===== config.mk =====
export PLATFORM = sky130hd
export DESIGN_NAME = fnd_display_ctrl
export DESIGN_NICKNAME = d
export VERILOG_FILES = /design/src/rtl/fnd_display_ctrl.sv
export SDC_FILE = /design/constraint.sdc
export NUM_CORES = 1
export LEC_CHECK = 0
export BUFFER_PORTS_ARGS = -buffer_cell sky130_fd_sc_hd__buf_2
export CAP_MARGIN = 25
export CORE_ASPECT_RATIO = 0.5
export CORE_MARGIN = 1
export CORE_UTILIZATION = 59
export DETAILED_ROUTE_END_ITERATION = 10
export PLACE_DENSITY = 0.84
export SETUP_SLACK_MARGIN = 0.2
export SLEW_MARGIN = 25
export SYNTH_ARGS = -nofsm -noshare
export SYNTH_HDL_FRONTEND = slang
export SYNTH_SLANG_ARGS = --single-unit

===== constraint.sdc =====
create_clock -name clk -period 3.9 [get_ports clk]
set_input_delay 0.585 -clock clk [delete_from_list [all_inputs] [get_ports clk]]
set_output_delay 0.585 -clock clk [all_outputs]
set_load 0.01 [all_outputs]

===== src/rtl/fnd_display_ctrl.sv =====
// Basys3 4-digit common-anode 7-segment driver for the watch time bus.
// Scans one digit per tick; each frame is decoded from a single snapshot of the inputs.
module fnd_display_ctrl #(
  parameter int CLK_FREQ = 100_000_000,
  parameter int SCAN_HZ  = 1_000
) (
  input  logic       clk,
  input  logic       rst,
  input  logic       sw_mode,
  input  logic [6:0] msec,
  input  logic [5:0] sec,
  input  logic [5:0] min,
  input  logic [4:0] hour,
  output logic [3:0] fnd_com,
  output logic [7:0] fnd_data
);

  localparam int SCAN_DIV = CLK_FREQ / SCAN_HZ;
  localparam int CW = (SCAN_DIV > 2) ? $clog2(SCAN_DIV) : 1;
  localparam logic [CW-1:0] LAST = CW'(SCAN_DIV - 1);

  logic [CW-1:0] counter;
  logic          tick;
  logic [1:0]    idx;

  logic          snap_mode;
  logic [6:0]    snap_msec;
  logic [5:0]    snap_sec;
  logic [5:0]    snap_min;
  logic [4:0]    snap_hour;

  logic [6:0]    field;
  logic          bad;
  logic [3:0]    quot;
  logic [3:0]    rem;
  logic [3:0]    digit;
  logic [6:0]    seg;
  logic          dp_n;
  logic [3:0]    com_next;

  function automatic logic [6:0] seg7(input logic [3:0] d);
    logic [6:0] s;
    case (d)
      4'd0:    s = 7'h40;
      4'd1:    s = 7'h79;
      4'd2:    s = 7'h24;
      4'd3:    s = 7'h30;
      4'd4:    s = 7'h19;
      4'd5:    s = 7'h12;
      4'd6:    s = 7'h02;
      4'd7:    s = 7'h78;
      4'd8:    s = 7'h00;
      4'd9:    s = 7'h10;
      default: s = 7'h3F;
    endcase
    return s;
  endfunction

  assign tick = (counter == LAST);

  // Odd idx shows the tens digit of a field, even idx the ones digit.
  always_comb begin
    field = '0;
    bad   = 1'b0;
    quot  = '0;
    rem   = '0;
    if (idx[1] == 1'b0) begin
      if (snap_mode) begin
        field = {1'b0, snap_min};
        bad   = (snap_min > 6'd59);
      end else begin
        field = snap_msec;
        bad   = (snap_msec > 7'd99);
      end
    end else begin
      if (snap_mode) begin
        field = {2'b00, snap_hour};
        bad   = (snap_hour > 5'd23);
      end else begin
        field = {1'b0, snap_sec};
        bad   = (snap_sec > 6'd59);
      end
    end
    for (int k = 1; k <= 12; k++) begin
      if (field >= 7'(k * 10)) quot = 4'(k);
    end
    rem      = field[3:0] - (quot * 4'd10);
    digit    = idx[0] ? quot : rem;
    seg      = bad ? 7'b0111111 : seg7(digit);
    dp_n     = !((idx == 2'd2) && (snap_msec < 7'd50));
    com_next = ~(4'b0001 << idx);
  end

  // Outputs and snapshot only move on a tick; the idx==3 tick still shows the old snapshot.
  always_ff @(posedge clk or negedge rst) begin
    if (!rst) begin
      counter   <= '0;
      idx       <= '0;
      snap_mode <= 1'b0;
      snap_msec <= '0;
      snap_sec  <= '0;
      snap_min  <= '0;
      snap_hour <= '0;
      fnd_com   <= 4'b1111;
      fnd_data  <= 8'hFF;
    end else begin
      counter <= tick ? '0 : counter + 1'b1;
      if (tick) begin
        fnd_com  <= com_next;
        fnd_data <= {dp_n, seg};
        idx      <= idx + 2'd1;
        if (idx == 2'd3) begin
          snap_mode <= sw_mode;
          snap_msec <= msec;
          snap_sec  <= sec;
          snap_min  <= min;
          snap_hour <= hour;
        end
      end
    end
  end

endmodule


======== Yosys cells after proc, flatten, opt, wreduce, memory -nomap -nowiden ========
Memory sizes are Yosys's and may differ from the RTL's.
Cells that the tools add are included.
storage, ports and cells
  register bits ........................... 56
  bits in read-only memories .............. 112
  input port bits ......................... 27
  output and inout port bits .............. 12
  word-level logic and storage cells ...... 60
  memories ................................ 1
memory list
  memory            words  bits a word  read ports  clocked after Yosys merged registers in  wr ports  line  RTL
  (name not given)  16     7            1           0                                        0         43    case (d)
cells by class
  add/sub/neg operators ................... 3
  multiply operators ...................... 1
  magnitude comparators ................... 17
  equal/unequal tests ..................... 3
  shift-type cells ........................ 1
  multiplexer cells ....................... 21
  bitwise operators ....................... 1
  reduce and logical (&&, ||, !) cells .... 3
operators by type and width
  operator                                              count
  2-to-1 mux 4 bit                                      12
  >= comparator 7 bit (second input constant)           6
  >= comparator 7 x 6 -> 1 bit (second input constant)  3
  2-to-1 mux 7 bit                                      3
  adder 17 x 1 -> 17 bit (second input constant)        1
  equality test 17 bit (second input constant)          1
  2-to-1 mux 17 bit                                     1
  >= comparator 7 x 5 -> 1 bit (second input constant)  2
  > comparator 6 bit (second input constant)            2
  >= comparator 7 x 4 -> 1 bit (second input constant)  1
  > comparator 7 bit (second input constant)            1
  < comparator 7 x 6 -> 1 bit (second input constant)   1
  2-to-1 mux 6 bit                                      1
  > comparator 5 bit (second input constant)            1
  equality test 2 bit (second input constant)           2
  multiplier 4 x 3 -> 3 bit (second input constant)     1
  2-to-1 mux 1 bit                                      4
  NOT 4 bit                                             1
  << shifter 1 x 2 -> 4 bit (first input constant)      1
  subtractor 4 bit                                      1
  adder 2 x 1 -> 2 bit (second input constant)          1
  AND reduction 2 bit                                   1
  logical AND 1 bit                                     1
  logical NOT 1 bit                                     1

======== Logic depth before layout (Yosys ltp) ========
An unclocked memory read counts as a cell.
  depth after elaboration ................. 20
  gate-level depth with buffers ........... 16
  mapped depth without buffers ............ 14

======== Worst setup path before layout ========
OpenSTA, ideal clock, no wires.
  kind .................................... reg-to-reg
  start ................................... register idx[1]
  end ..................................... register fnd_data[1]
  library setup time ...................... 83 ps
  data arrival time ....................... 3325 ps
  required time ........................... 3817 ps
  path slack .............................. 491 ps
  stages on the path, launching flop included .. 15
  buffers on the path ..................... 1
  period minus slack after synthesis ...... 3409 ps
  cells stage by stage .................... dfrtp_1 -> buf_6 -> mux2_1 -> or4_1 -> a32o_1 -> a21oi_1 -> o311ai_1 -> ha_1 -> nor2b_1 -> a31oi_4 -> inv_1 -> ha_1 -> o21ai_0 -> a211oi_1 -> o32a_1
between the ends
  longest elaborated chain between the ends .. 19
  elaborated cells between the ends (all ways) .. 31
  those cells by class .................... add/sub: 1; mul: 1; order compare: 12; mux: 16; memory: 1
RTL lines
  item                             line  RTL
  start, declared                  24    logic [1:0] idx;
  start signal, assigned           111   idx <= idx + 2'd1;
  2-to-1 mux 7 bit                 67    if (idx[1] == 1'b0) begin
  >= comparator 7 x 4 -> 1 bit     85    if (field >= 7'(k * 10)) quot = 4'(k);
  2-to-1 mux 1 bit                 85
  2-to-1 mux 4 bit (11 in series)  85
  multiplier 4 x 3 -> 3 bit        87    rem = field[3:0] - (quot * 4'd10);
  subtractor 4 bit                 87
  2-to-1 mux 4 bit                 88    digit = idx[0] ? quot : rem;
  memory read (16 x 7 bit)         --
  2-to-1 mux 7 bit (*)             89    seg = bad ? 7'b0111111 : seg7(digit);
  end signal, assigned             110   fnd_data <= {dp_n, seg};
  end, declared                    15    output logic [7:0] fnd_data
Mark *: on every way between the ends. The rest lies on a longest branch, timed or not.
A chain may end at the register's enable or synchronous reset.

======== Worst setup path after layout ========
  start ................................... register snap_mode
  end ..................................... register fnd_data[1]
between the ends
  longest elaborated chain between the ends .. 20
  elaborated cells between the ends (all ways) .. 35
  those cells by class .................... add/sub: 1; mul: 1; order compare: 12; mux: 20; memory: 1
RTL lines
  item                                                  line    RTL
  start, declared                                       26      logic snap_mode;
  start signal, assigned                                113     snap_mode <= sw_mode;
  2-to-1 mux 7 bit or 2-to-1 mux 6 bit (tied branches)  68, 76
  2-to-1 mux 7 bit                                      67
  >= comparator 7 x 4 -> 1 bit                          85
  2-to-1 mux 1 bit                                      85
  2-to-1 mux 4 bit (11 in series)                       85
  multiplier 4 x 3 -> 3 bit                             87
  subtractor 4 bit                                      87
  2-to-1 mux 4 bit                                      88
  memory read (16 x 7 bit)                              --
  2-to-1 mux 7 bit (*)                                  89
Marked as above.

==> impl_metrics.json <==
{
  "status": "finished, final reports clean",
  "ys_ff_latch": 56,
  "die_x_um": 108,
  "fin_crit_ps": 3580,
  "crit_chain": "buf_2 > buf_4 > or4_1 > a32o_1 > a21oi_2 > o311ai_2 > ha_1 > nor2b_1 > a31oi_4 > inv_1 > ha_1 > o21ai_0 > a211oi_1 > o32a_1",
  "dr.first_iter.drc_count": 214,
  "grt_pass1_vias": 2337,
  "syn-cell-area_mm2": 0.00334,
  "r2r_slack_ps": 320,
  "grt_setup_unrepaired": "false",
  "ys.flop_type": "dfrtp_1",
  "avgRoutedWirePerCell_um": 17.9,
  "final_nets": 396,
  "worstSetupEndpointType": "register",
  "hold_viol": 0,
  "ys_seq_area_share_pct": 42.4,
  "start_util_pct": 64.4,
  "hold_class": "input port to async pin",
  "cpMostUsedCell": "ha_1",
  "path_max_fanout": 6,
  "drive_above_1_share_pct": 36.7,
  "arrival_ps": 3810,
  "clkSinkCount": 56,
  "cap_violations": 0,
  "dp.cells": 411,
  "netSwitchingPower_mw": 0.367,
  "cts_tree": "yes",
  "cts_made_buffers": 5,
  "row_count": 18,
  "core_area_mm2": 0.00518,
  "netlist_instances": 307,
  "synth_nets": 347,
  "antenna_found_initial": 0,
  "final_cells": 427,
  "ios": 39,
  "ant_nets": 0,
  "syn_avg_cell_area_um2": 10.9,
  "critPathTopFamily": "compound AO/OA/AOI/OAI gates",
  "power_leakage_nw": 1.62,
  "die-height_um": 55.2,
  "place_congestion": 0.945,
  "tightest_slew_ps": 746,
  "critPathMaxStageDelay_ps": 550,
  "yosysWarnings": 0,
  "layout_setup_ws_ps": 324,
  "synth_edf_count": 0,
  "clock_path_buffers": 2,
  "final.setup.tns_ps": 0,
  "grt_pass1_wl_mm": 11.7,
  "io_buffer_count": 38,
  "criticalPathCategory": "register to register",
  "worstPathRequired_ps": 4130,
  "pwr_density_cell_mw_per_mm2": 342,
  "hold_ws_ps": 348,
  "htree_num_levels": 2,
  "clkPwrFrac_pct": 34.5,
  "vias_per_cell": 6.17,
  "clkTransAtPathRegs_ps": 80,
  "wl_mm": 7.64,
  "track_usage_pct": 26.8,
  "antenna_cells": 0,
  "syn2layout_area_growth_pct": 15.2,
  "ys_async_sr_fraction_pct": 100,
  "synth_cell_types": 68,
  "clk_latency_ps": 310,
  "overflow": 0,
  "internal-power_mw": 0.947,
  "final_max_slew_viol_count": 0,
  "setup_viol_count_final": 0,
  "dr.pass1.iters": 4,
  "finalCritPeriodShare_pct": 91.7,
  "clockRootBuffer": "clkbuf_16",
  "dieArea_mm2": 0.00598,
  "dpl_worst_slack_ps": 184,
  "via_count": 2634,
  "drc": 0,
  "finalClockSkew_ps": 11.3,
  "max-vdd-ir-drop_mv": 0.199,
  "crit_path_top_delay_cell": "or4_1",
  "p_seq_share_pct": 46.5,
  "maxSlewHeadroom_pct": 50.3,
  "path_buf_inv": 3,
  "max_freq_mhz": 280,
  "grt_max_degree": 36,
  "switching_share_pct": 27.9,
  "dp_hpwl_mm": 5.46,
  "combPwrFrac_pct": 19.1,
  "setup.worst_path.start_class": "register"
}
## flip-flops by register name, summed over array words and instances, names as in the netlist, 2 cells and up
signal,cells
counter,17
fnd_data,8
snap_msec,7
snap_min,6
snap_sec,6
snap_hour,5
fnd_com,4
idx,2
## stage by stage
stage          power, mW  util (%)  instance area (um2)
3_5_place_dp       0.846      69.6                 3610
4_1_cts             1.29      72.5                 3750
5_1_grt             1.37      74.3                 3850
6_report            1.31      74.3                 3850
3_3_place_gp       0.840      69.6                 3610
2_1_floorplan      0.779         -                 3340
## routing by layer
| layer | global-route usage (%) | routed length (um) |
|---|---|---|
| met1 | 37.7 | 3680 |
| met2 | 41.8 | 3390 |
| met3 | 5.74 | 435 |
| met4 | 9.23 | 136 |
| met5 | 0 | 0 |
## final cells by class
class | instances | area [um2]
flip-flops and latches | 56 | 1420
multi-input cells | 232 | 1870
inverters | 8 | 30.0
well taps | 70 | 87.6
clock inverters | 2 | 16.3
clock buffers | 6 | 129
repair buffers | 53 | 298
fillers | 337 | 1330
## repair_timing
item                       4_1_cts  5_1_grt
gates resized for setup          1        9
pin swaps                        0        2
setup buffers                    0        8
setup endpoints to repair        5        7
hold buffers                     0        0
## worst reg2reg max path: stages (launching register included)
cell and delay (ps):
dfrtp_2 460, buf_2 180, buf_4 140, or4_1 550, a32o_1 290, a21oi_2 150, o311ai_2 120, ha_1 330
nor2b_1 160, a31oi_4 160, inv_1 100, ha_1 320, o21ai_0 90, a211oi_1 110, o32a_1 340
## placed cells by master (no fill, tap or decap), types with 2 or more instances in the layout
cell type / count
buf_2: 40
o31a_1: 2
and2_1: 2
nand3_2: 2
a311oi_2: 2
mux2_2: 28
o211ai_1: 2
a21oi_1: 10
xor2_1: 7
nor3_1: 5
dfstp_2: 12
dfrtp_2: 2
and3_1: 5
ha_1: 12
nand2_2: 2
o22ai_1: 2
nor2_1: 24
dfrtp_1: 42
nor4_1: 2
nor3_2: 2
nand2_1: 28
buf_4: 13
o311ai_0: 2
nand4_1: 4
or4b_2: 2
and2_4: 2
a211oi_1: 3
nand3b_1: 3
o22a_1: 2
mux2i_1: 6
nor2b_1: 3
nor3b_1: 2
o21ai_0: 9
nand3_1: 12
inv_1: 7
clkbuf_16: 5
mux4_2: 6
xnor2_1: 9
## cell families (layout without fill, tap and decap cells)
family / Yosys count / in the layout / synth area share [%]
AND/OR/NAND/NOR: 110 / 110 / 17.9
flip-flops: 56 / 56 / 42.4
AO/OA/AOI/OAI: 52 / 52 / 11.9
multiplexers: 41 / 41 / 15.7
buffers and inverters: 19 / 69 / 2.74
XOR/XNOR: 16 / 16 / 4.20
adder cells (fa/ha/maj): 13 / 13 / 5.10
## power groups by stage
stage	Sequential [mW]	Clock, mW	Combinational [mW]
2_1_floorplan	0.614	0	0.165
3_3_place_gp	0.620	0	0.220
3_5_place_dp	0.621	0	0.226
4_1_cts	0.610	0.457	0.227
5_1_grt	0.612	0.484	0.275
6_report	0.611	0.453	0.251
## path summary, 6_finish.rpt
check / start / cells past startpoint / to
min in group clk: counter[4] / 1 / counter[4]
hold reg to reg: counter[4] / 1 / counter[4]
hold / removal: rst / 1 / snap_min[4]
setup / recovery: snap_mode / 14 / fnd_data[1]
max in group asynchronous: rst / 2 / fnd_data[5]
setup reg to reg: snap_mode / 14 / fnd_data[1]
## cell usage after synthesis (all sizes together), types with 3 or more instances
cell    number  area [um2]
a211oi       3        22.5
inv          7        26.3
mux2i        6        60.1
or4b         3        30.0
nand2       30         115
o21ai       11        58.8
o22ai        3        25.0
nand3       14        75.1
a311oi       3        38.8
nor3b        3        33.8
dfrtp       44        1100
clkbuf       4        15.0
xor2         7        61.3
xnor2        9        78.8
nand4        4        25.0
nor3         7        45.0
mux2        29         327
and3         5        31.3
buf          7        46.3
nor2        25        93.8
mux4         6         139
o311ai       3        26.3
ha          12         150
nor2b        3        18.8
dfstp       12         315
and2         5        36.3
nand3b       3        22.5
a21oi       11        55.1
Power figures use the tool's default switching activity.
